$ cat src/rtl/scope_pkg.sv
// Shared definitions for the scope capture block: FSM encoding and sizing helpers.
package scope_pkg;

  localparam logic [2:0] StIdle    = 3'd0;
  localparam logic [2:0] StPretrig = 3'd1;
  localparam logic [2:0] StArmed   = 3'd2;
  localparam logic [2:0] StPost    = 3'd3;
  localparam logic [2:0] StDump    = 3'd4;

  function automatic int unsigned clog2(input int unsigned value);
    int unsigned result;
    result = 0;
    while ((64'd1 << result) < 64'(value)) begin
      result = result + 1;
    end
    return result;
  endfunction

  function automatic int unsigned bytes_per_sample(input int unsigned width);
    return (width + 7) / 8;
  endfunction

endpackage

$ cat src/rtl/scope_ram.sv
// Simple dual-port sample RAM: one write port, one registered read port with read enable.
module scope_ram
  import scope_pkg::*;
#(
  parameter int unsigned pDataWidth = 8,
  parameter int unsigned pDepth     = 256
) (
  input  logic                       clk_i,
  input  logic                       we_i,
  input  logic [clog2(pDepth)-1:0]   waddr_i,
  input  logic [pDataWidth-1:0]      wdata_i,
  input  logic                       re_i,
  input  logic [clog2(pDepth)-1:0]   raddr_i,
  output logic [pDataWidth-1:0]      rdata_o
);

  logic [pDataWidth-1:0] mem_q [pDepth];
  logic [pDataWidth-1:0] rdata_q;

  // Read data only advances on re_i, so rdata_o doubles as the readout prefetch slot.
  always_ff @(posedge clk_i) begin
    if (we_i) mem_q[waddr_i] <= wdata_i;
    if (re_i) rdata_q <= mem_q[raddr_i];
  end

  assign rdata_o = rdata_q;

endmodule

$ cat src/rtl/scope_capture.sv
// Decimating circular-buffer scope with pre-trigger window, edge/force trigger
// and byte-wise valid/ready replay of the captured frame.
module scope_capture
  import scope_pkg::*;
#(
  parameter int unsigned pDataWidth  = 8,
  parameter int unsigned pDepth      = 256,
  parameter int unsigned pDecimWidth = 16
) (
  input  logic                       iClk,
  input  logic                       iRst,
  input  logic [pDataWidth-1:0]      iData,
  input  logic                       iData_Valid,
  input  logic                       iArm,
  input  logic [pDataWidth-1:0]      iTrigLevel,
  input  logic                       iTrigRising,
  input  logic                       iTrigForce,
  input  logic [pDecimWidth-1:0]     iDecim,
  input  logic [clog2(pDepth)-1:0]   iPreTrig,
  output logic [7:0]                 oData,
  output logic                       oData_Valid,
  input  logic                       iData_Ready,
  output logic                       oBusy,
  output logic                       oTriggered,
  output logic                       oDone
);

  localparam int unsigned Aw   = clog2(pDepth);
  localparam int unsigned CntW = Aw + 1;
  localparam int unsigned Bps  = bytes_per_sample(pDataWidth);
  localparam logic [Aw-1:0]   LastAddr = Aw'(pDepth - 1);
  localparam logic [CntW-1:0] DepthCnt = CntW'(pDepth);

  logic [2:0]             state_q, state_d;
  logic [pDecimWidth-1:0] decim_q, decim_d, dcnt_q, dcnt_d;
  logic [pDataWidth-1:0]  level_q, level_d, prev_q, prev_d, obuf_q, obuf_d;
  logic                   rising_q, rising_d, have_prev_q, have_prev_d;
  logic                   force_q, force_d, trig_q, trig_d, done_q, done_d;
  logic                   pv_q, pv_d, ov_q, ov_d, bidx_q, bidx_d;
  logic [Aw-1:0]          pretrig_q, pretrig_d, fill_q, fill_d, wr_ptr_q, wr_ptr_d;
  logic [Aw-1:0]          post_q, post_d, rd_addr_q, rd_addr_d;
  logic [CntW-1:0]        rd_cnt_q, rd_cnt_d;

  logic                   capturing, keep, edge_hit, trig_hit;
  logic                   fire, last_byte, load_out, rd_left, re, final_xfer;
  logic [pDataWidth-1:0]  ram_rdata;
  logic [15:0]            obuf_pad;

  assign capturing = (state_q == StPretrig) || (state_q == StArmed) || (state_q == StPost);
  assign keep      = capturing && iData_Valid && (dcnt_q == '0);
  assign edge_hit  = have_prev_q && (rising_q ? (prev_q < level_q && iData >= level_q)
                                              : (prev_q > level_q && iData <= level_q));
  assign trig_hit  = keep && (state_q == StArmed) && (force_q || iTrigForce || edge_hit);

  // Two-slot readout: RAM output register is the prefetch slot, obuf_q the output slot.
  assign fire       = ov_q && iData_Ready;
  assign last_byte  = (bidx_q == 1'(Bps - 1));
  assign load_out   = pv_q && (!ov_q || (fire && last_byte));
  assign rd_left    = (rd_cnt_q != DepthCnt);
  assign re         = (state_q == StDump) && rd_left && (!pv_q || load_out);
  assign final_xfer = (state_q == StDump) && fire && last_byte && !pv_q && !rd_left;

  always_comb begin
    state_d     = state_q;
    decim_d     = decim_q;
    dcnt_d      = dcnt_q;
    level_d     = level_q;
    rising_d    = rising_q;
    pretrig_d   = pretrig_q;
    fill_d      = fill_q;
    wr_ptr_d    = wr_ptr_q;
    prev_d      = prev_q;
    have_prev_d = have_prev_q;
    force_d     = force_q;
    post_d      = post_q;
    rd_addr_d   = rd_addr_q;
    rd_cnt_d    = rd_cnt_q;
    pv_d        = pv_q;
    ov_d        = ov_q;
    obuf_d      = obuf_q;
    bidx_d      = bidx_q;
    trig_d      = trig_q;
    done_d      = 1'b0;

    if (capturing && iData_Valid) begin
      dcnt_d = (dcnt_q == '0) ? decim_q : dcnt_q - pDecimWidth'(1);
    end
    if (keep) begin
      wr_ptr_d    = wr_ptr_q + Aw'(1);
      prev_d      = iData;
      have_prev_d = 1'b1;
    end

    case (state_q)
      StIdle: begin
        if (iArm) begin
          decim_d     = iDecim;
          level_d     = iTrigLevel;
          rising_d    = iTrigRising;
          pretrig_d   = iPreTrig;
          dcnt_d      = '0;
          fill_d      = '0;
          have_prev_d = 1'b0;
          force_d     = 1'b0;
          rd_cnt_d    = '0;
          pv_d        = 1'b0;
          ov_d        = 1'b0;
          bidx_d      = 1'b0;
          state_d     = (iPreTrig == '0) ? StArmed : StPretrig;
        end
      end
      StPretrig: begin
        if (keep) begin
          fill_d = fill_q + Aw'(1);
          if (fill_q + Aw'(1) == pretrig_q) state_d = StArmed;
        end
      end
      StArmed: begin
        if (iTrigForce) force_d = 1'b1;
        if (trig_hit) begin
          trig_d    = 1'b1;
          force_d   = 1'b0;
          post_d    = LastAddr - pretrig_q;
          rd_addr_d = wr_ptr_q - pretrig_q;
          state_d   = (LastAddr == pretrig_q) ? StDump : StPost;
        end
      end
      StPost: begin
        if (keep) begin
          post_d = post_q - Aw'(1);
          if (post_q == Aw'(1)) state_d = StDump;
        end
      end
      StDump: begin
        if (re) begin
          rd_addr_d = rd_addr_q + Aw'(1);
          rd_cnt_d  = rd_cnt_q + CntW'(1);
          pv_d      = 1'b1;
        end else if (load_out) begin
          pv_d = 1'b0;
        end
        if (load_out) begin
          obuf_d = ram_rdata;
          ov_d   = 1'b1;
          bidx_d = 1'b0;
        end else if (fire) begin
          if (last_byte) ov_d = 1'b0;
          else           bidx_d = 1'b1;
        end
        if (final_xfer) begin
          state_d = StIdle;
          trig_d  = 1'b0;
          done_d  = 1'b1;
        end
      end
      default: state_d = StIdle;
    endcase
  end

  always_ff @(posedge iClk or posedge iRst) begin
    if (iRst) begin
      state_q     <= StIdle;
      decim_q     <= '0;
      dcnt_q      <= '0;
      level_q     <= '0;
      rising_q    <= 1'b0;
      pretrig_q   <= '0;
      fill_q      <= '0;
      wr_ptr_q    <= '0;
      prev_q      <= '0;
      have_prev_q <= 1'b0;
      force_q     <= 1'b0;
      post_q      <= '0;
      rd_addr_q   <= '0;
      rd_cnt_q    <= '0;
      pv_q        <= 1'b0;
      ov_q        <= 1'b0;
      obuf_q      <= '0;
      bidx_q      <= 1'b0;
      trig_q      <= 1'b0;
      done_q      <= 1'b0;
    end else begin
      state_q     <= state_d;
      decim_q     <= decim_d;
      dcnt_q      <= dcnt_d;
      level_q     <= level_d;
      rising_q    <= rising_d;
      pretrig_q   <= pretrig_d;
      fill_q      <= fill_d;
      wr_ptr_q    <= wr_ptr_d;
      prev_q      <= prev_d;
      have_prev_q <= have_prev_d;
      force_q     <= force_d;
      post_q      <= post_d;
      rd_addr_q   <= rd_addr_d;
      rd_cnt_q    <= rd_cnt_d;
      pv_q        <= pv_d;
      ov_q        <= ov_d;
      obuf_q      <= obuf_d;
      bidx_q      <= bidx_d;
      trig_q      <= trig_d;
      done_q      <= done_d;
    end
  end

  scope_ram #(
    .pDataWidth (pDataWidth),
    .pDepth     (pDepth)
  ) u_ram (
    .clk_i   (iClk),
    .we_i    (keep),
    .waddr_i (wr_ptr_q),
    .wdata_i (iData),
    .re_i    (re),
    .raddr_i (rd_addr_q),
    .rdata_o (ram_rdata)
  );

  assign obuf_pad    = 16'(obuf_q);
  assign oData       = bidx_q ? obuf_pad[15:8] : obuf_pad[7:0];
  assign oData_Valid = ov_q;
  assign oBusy       = (state_q != StIdle);
  assign oTriggered  = trig_q;
  assign oDone       = done_q;

endmodule

$ cat config.mk
export PLATFORM = sky130hd
export DESIGN_NAME = scope_capture
export DESIGN_NICKNAME = d
export VERILOG_FILES = /design/src/rtl/scope_pkg.sv /design/src/rtl/scope_ram.sv /design/src/rtl/scope_capture.sv
export SDC_FILE = /design/constraint.sdc
export NUM_CORES = 2
export LEC_CHECK = 0
export BUFFER_PORTS_ARGS = -buffer_cell sky130_fd_sc_hd__buf_2
export CORE_MARGIN = 2
export CORE_UTILIZATION = 45
export DETAILED_ROUTE_END_ITERATION = 16
export SYNTH_ARGS = -nofsm -noshare
export SYNTH_HDL_FRONTEND = slang
export SYNTH_SLANG_ARGS = --single-unit
$ cat constraint.sdc
create_clock -name iClk -period 3.4 [get_ports iClk]
set_input_delay 0.34 -clock iClk [delete_from_list [all_inputs] [get_ports iClk]]
set_output_delay 0.34 -clock iClk [all_outputs]
set_load 0.1 [all_outputs]
==> results.md <==
* Post-route insts no fill at about 7.6k
* Worst hold path class: in2reg
* VDD IR-drop max at 443 µV
* Syn_area_per_cell at 19.9 µm²
* RSZ-0062 raised after global routing: false
* DR vias/cell at 5.88
* Cells after Synth at 4299
* Clock Sink Count at approximately 2.2k
* Most frequent cells in the layout: edfxtp_1, mux4_2, buf_4, nor2_1, clkbuf_16
* Dominant synthesized flop cell: edfxtp_1
* Number of global-route vias before repair at 44.6k
* Worst rel slew slack at 20.4%
* Initial drt markers at around 4.7k
* TritonCTS Buffers at roughly 220
* Max stage delay on crit path at around 0.63 ns
* Crit. End Element: register
* First-pass GRT wire length at 317000 µm
* DIE AREA at 194000 µm²
* Syn nets at between 4k and 5k
* TritonCTS clock tree: done
* Worst EP arrival at 3.82 ns
* Area Overhead vs Synth at 16.6%
* Async set-or-reset flop fraction in the synthesized netlist at under 10%
* Die Y at 440 µm
* Root Buffer: clkbuf_16
* CP Cell Sequence: buf_12 -> buf_12 -> mux4_2 -> mux4_2 -> o221ai_1 -> nor3b_1
* Pwr Density at 759 nW/µm²
* Commonest non-fill, non-tap cell in the layout: edfxtp_1
* Critical Path Slowest Stage Cell: o221ai_1
* Layout Nets at 4935
* Layout cells sized above 1 at between 20 and 30%
* Critical Setup Path Class: reg2reg
* Row Count at 160
* # setup viols final at 0
* Die Span X at 440 µm
* WP data required at 3.95 ns
* Worst Path Buf+Inv at 2
* Largest net degree at the start of global routing at 189
* Initial antenna violation count at 10
* Worst-Margin Slew at 1.19 ns
* Routed length per instance at 29.0 µm
* MaxCap Viol Count at 0
* Setup TNS Final at 0 ns
* I/O Pins at 59
* Startpoint Class: register
* Fin crit share at 96.4%
* Crit Path Max Fanout at 45
* Max Freq at 305 MHz
* Pre-Repair DR Iteration Count at 6
* Max clock buf depth at 3
* Minimum clock period at 3.28 ns
* Sequential share of the synthesized area at 75.4%
* Final ANT Viol Nets at 0
* Initial core utilization at 45.2%
* IO buf count at 58
* Via Count at 44.4k
* Clock Latency Late Sink at 0.84 ns
* Total GRT Usage at between 20% and 30%
* Post-route DRC at 0
* Drt total wl at 219000 µm
* Outcome: complete, no violations
* Dpl cells at 7103
* DP Worst Slack at 0.0231 ns
* Congestion Overflow GR at 0
* Synth Cell Area at 85700 µm²
* CP delay by family, top: multiplexers
* # Post-CTS Setup Buffers at 0
* DPL Wire Length at 138000 µm
* Setup slack after layout at roughly 0.12 ns
* Core area at about 190000 µm²
* CTS clk-pin slew, worst paths at 0.06 ns
* Max Slew Vio Count at 0
* Setup Skew at 0.0252 ns
* Yosys warnings at 0
* Number of synthesized flops with an enable pin at 2056
* Leak at 32.6 nW
* GP Congestion at around 0.84
* Yosys reg bits at 2171
* Post-synthesis cell type count at ~70
* Final Hold Fails at 0
* # H-tree levels at 4
## Yosys cell counts, drive strengths merged, types with 2 or more instances
master	number	area share, %
nand3	66	0.39
and3	4	0.029
o22ai	25	0.18
clkbuf	136	0.60
a211oi	17	0.15
a21oi	109	0.64
nor4	7	0.066
edfxtp	2056	72
nand2	199	0.87
mux4	536	14
o221ai	24	0.25
dfrtp	115	3.4
o211ai	11	0.096
o31ai	6	0.053
o311ai	2	0.020
nor2b	15	0.11
nand4	27	0.20
a31oi	18	0.13
o22a	17	0.17
ha	35	0.51
a22o	8	0.082
nor3	36	0.21
nor3b	12	0.11
nor2	335	1.5
xnor2	16	0.16
nand3b	6	0.053
a22oi	66	0.58
nand2b	22	0.16
mux2	19	0.25
a21o	4	0.035
or3	4	0.029
o21ai	60	0.35
inv	36	0.16
and2	9	0.066
xor2	12	0.12
mux2i	90	1.1
o41ai	4	0.050
o2bb2ai	2	0.020
buf	114	0.86
## area by class of cell
| type | instances | area (µm²) |
|---|---|---|
| Antenna cell | 6 | 15.0 |
| Clock buffer | 278 | 5800 |
| Clock inverter | 124 | 1390 |
| Fill cell | 14800 | 89700 |
| Inverter | 37 | 144 |
| Multi-Input combinational cell | 1841 | 19800 |
| Sequential cell | 2171 | 64600 |
| Tap cell | 2511 | 3140 |
| Timing Repair Buffer | 584 | 4980 |
## report_power, final
part           switching [mW]  internal [mW]  leakage (nW)
Clock                    10.1           14.0          3.49
Combinational            11.7           9.46          9.18
Sequential              0.642           29.8          20.0
Total                    22.5           53.3          32.6
## per-stage QoR
stage / hold slack (ns) / total power, mW / cell area [µm²] / util, %
floorplan: 0.439 / 44.8 / 85700 / -
global placement: 0.466 / 52.2 / 92200 / 48.7
detailed placement: 0.462 / 52.3 / 92200 / 48.7
CTS: 0.000975 / 76.4 / 99900 / 52.7
global route: 0.0190 / 78.6 / 99900 / 52.7
finish: 0.0456 / 75.8 / 99900 / 52.7
## cells by family after synthesis
group	count (synthesis)	synth area share [%]
xor+xnor	28	0.286
compound gates	385	2.93
flops	2171	75.4
buf+inv	287	1.61
mux	645	15.4
simple gates	747	3.82
fa+ha+maj	36	0.535
## per-layer routing
metal	GRT usage, %	vias to the layer above	part of all wire (%)
li1	-	18700	-
met1	31.7	23800	41
met2	37.9	1589	50
met3	3.29	306	6.3
met4	5.67	2	2.4
met5	0	-	0.0055
## final timing paths
check	startpoint	to	slack (ns)	cells after the start
setup / recovery	rd_addr_q[0]	u_ram.rdata_o[6]	0.12	6
hold / removal	iData[4]	u_ram.mem_q[176][4]	0.05	2
setup reg to reg	rd_addr_q[0]	u_ram.rdata_o[6]	0.12	6
hold reg to reg	prev_q[3]	prev_q[3]	0.48	2
max in group asynchronous	iRst	prev_q[5]	2.41	4
min in group asynchronous	iRst	oTriggered	0.19	3
## sequential cells by signal, summed over array words and instances, names as in the netlist
signal	count
rd_cnt_q	9
have_prev_q	1
oDone	1
decim_q	16
fill_q	8
pretrig_q	8
dcnt_q	16
rd_addr_q	8
force_q	1
oTriggered	1
level_q	8
pv_q	1
oData_Valid	1
rising_q	1
obuf_q	8
state_q	3
u_ram.rdata_o	8
u_ram.mem_q	2048
wr_ptr_q	8
prev_q	8
post_q	8
## repair_timing
action                                  in CTS  in global routing
endpoints found under the setup margin       1                 18
hold buffers                                41                  0
hold endpoints to repair                   118                  0
gates cloned                                 0                  0
gates resized for setup                      1                  2
Note: power is estimated with default switching activity, not from simulation.
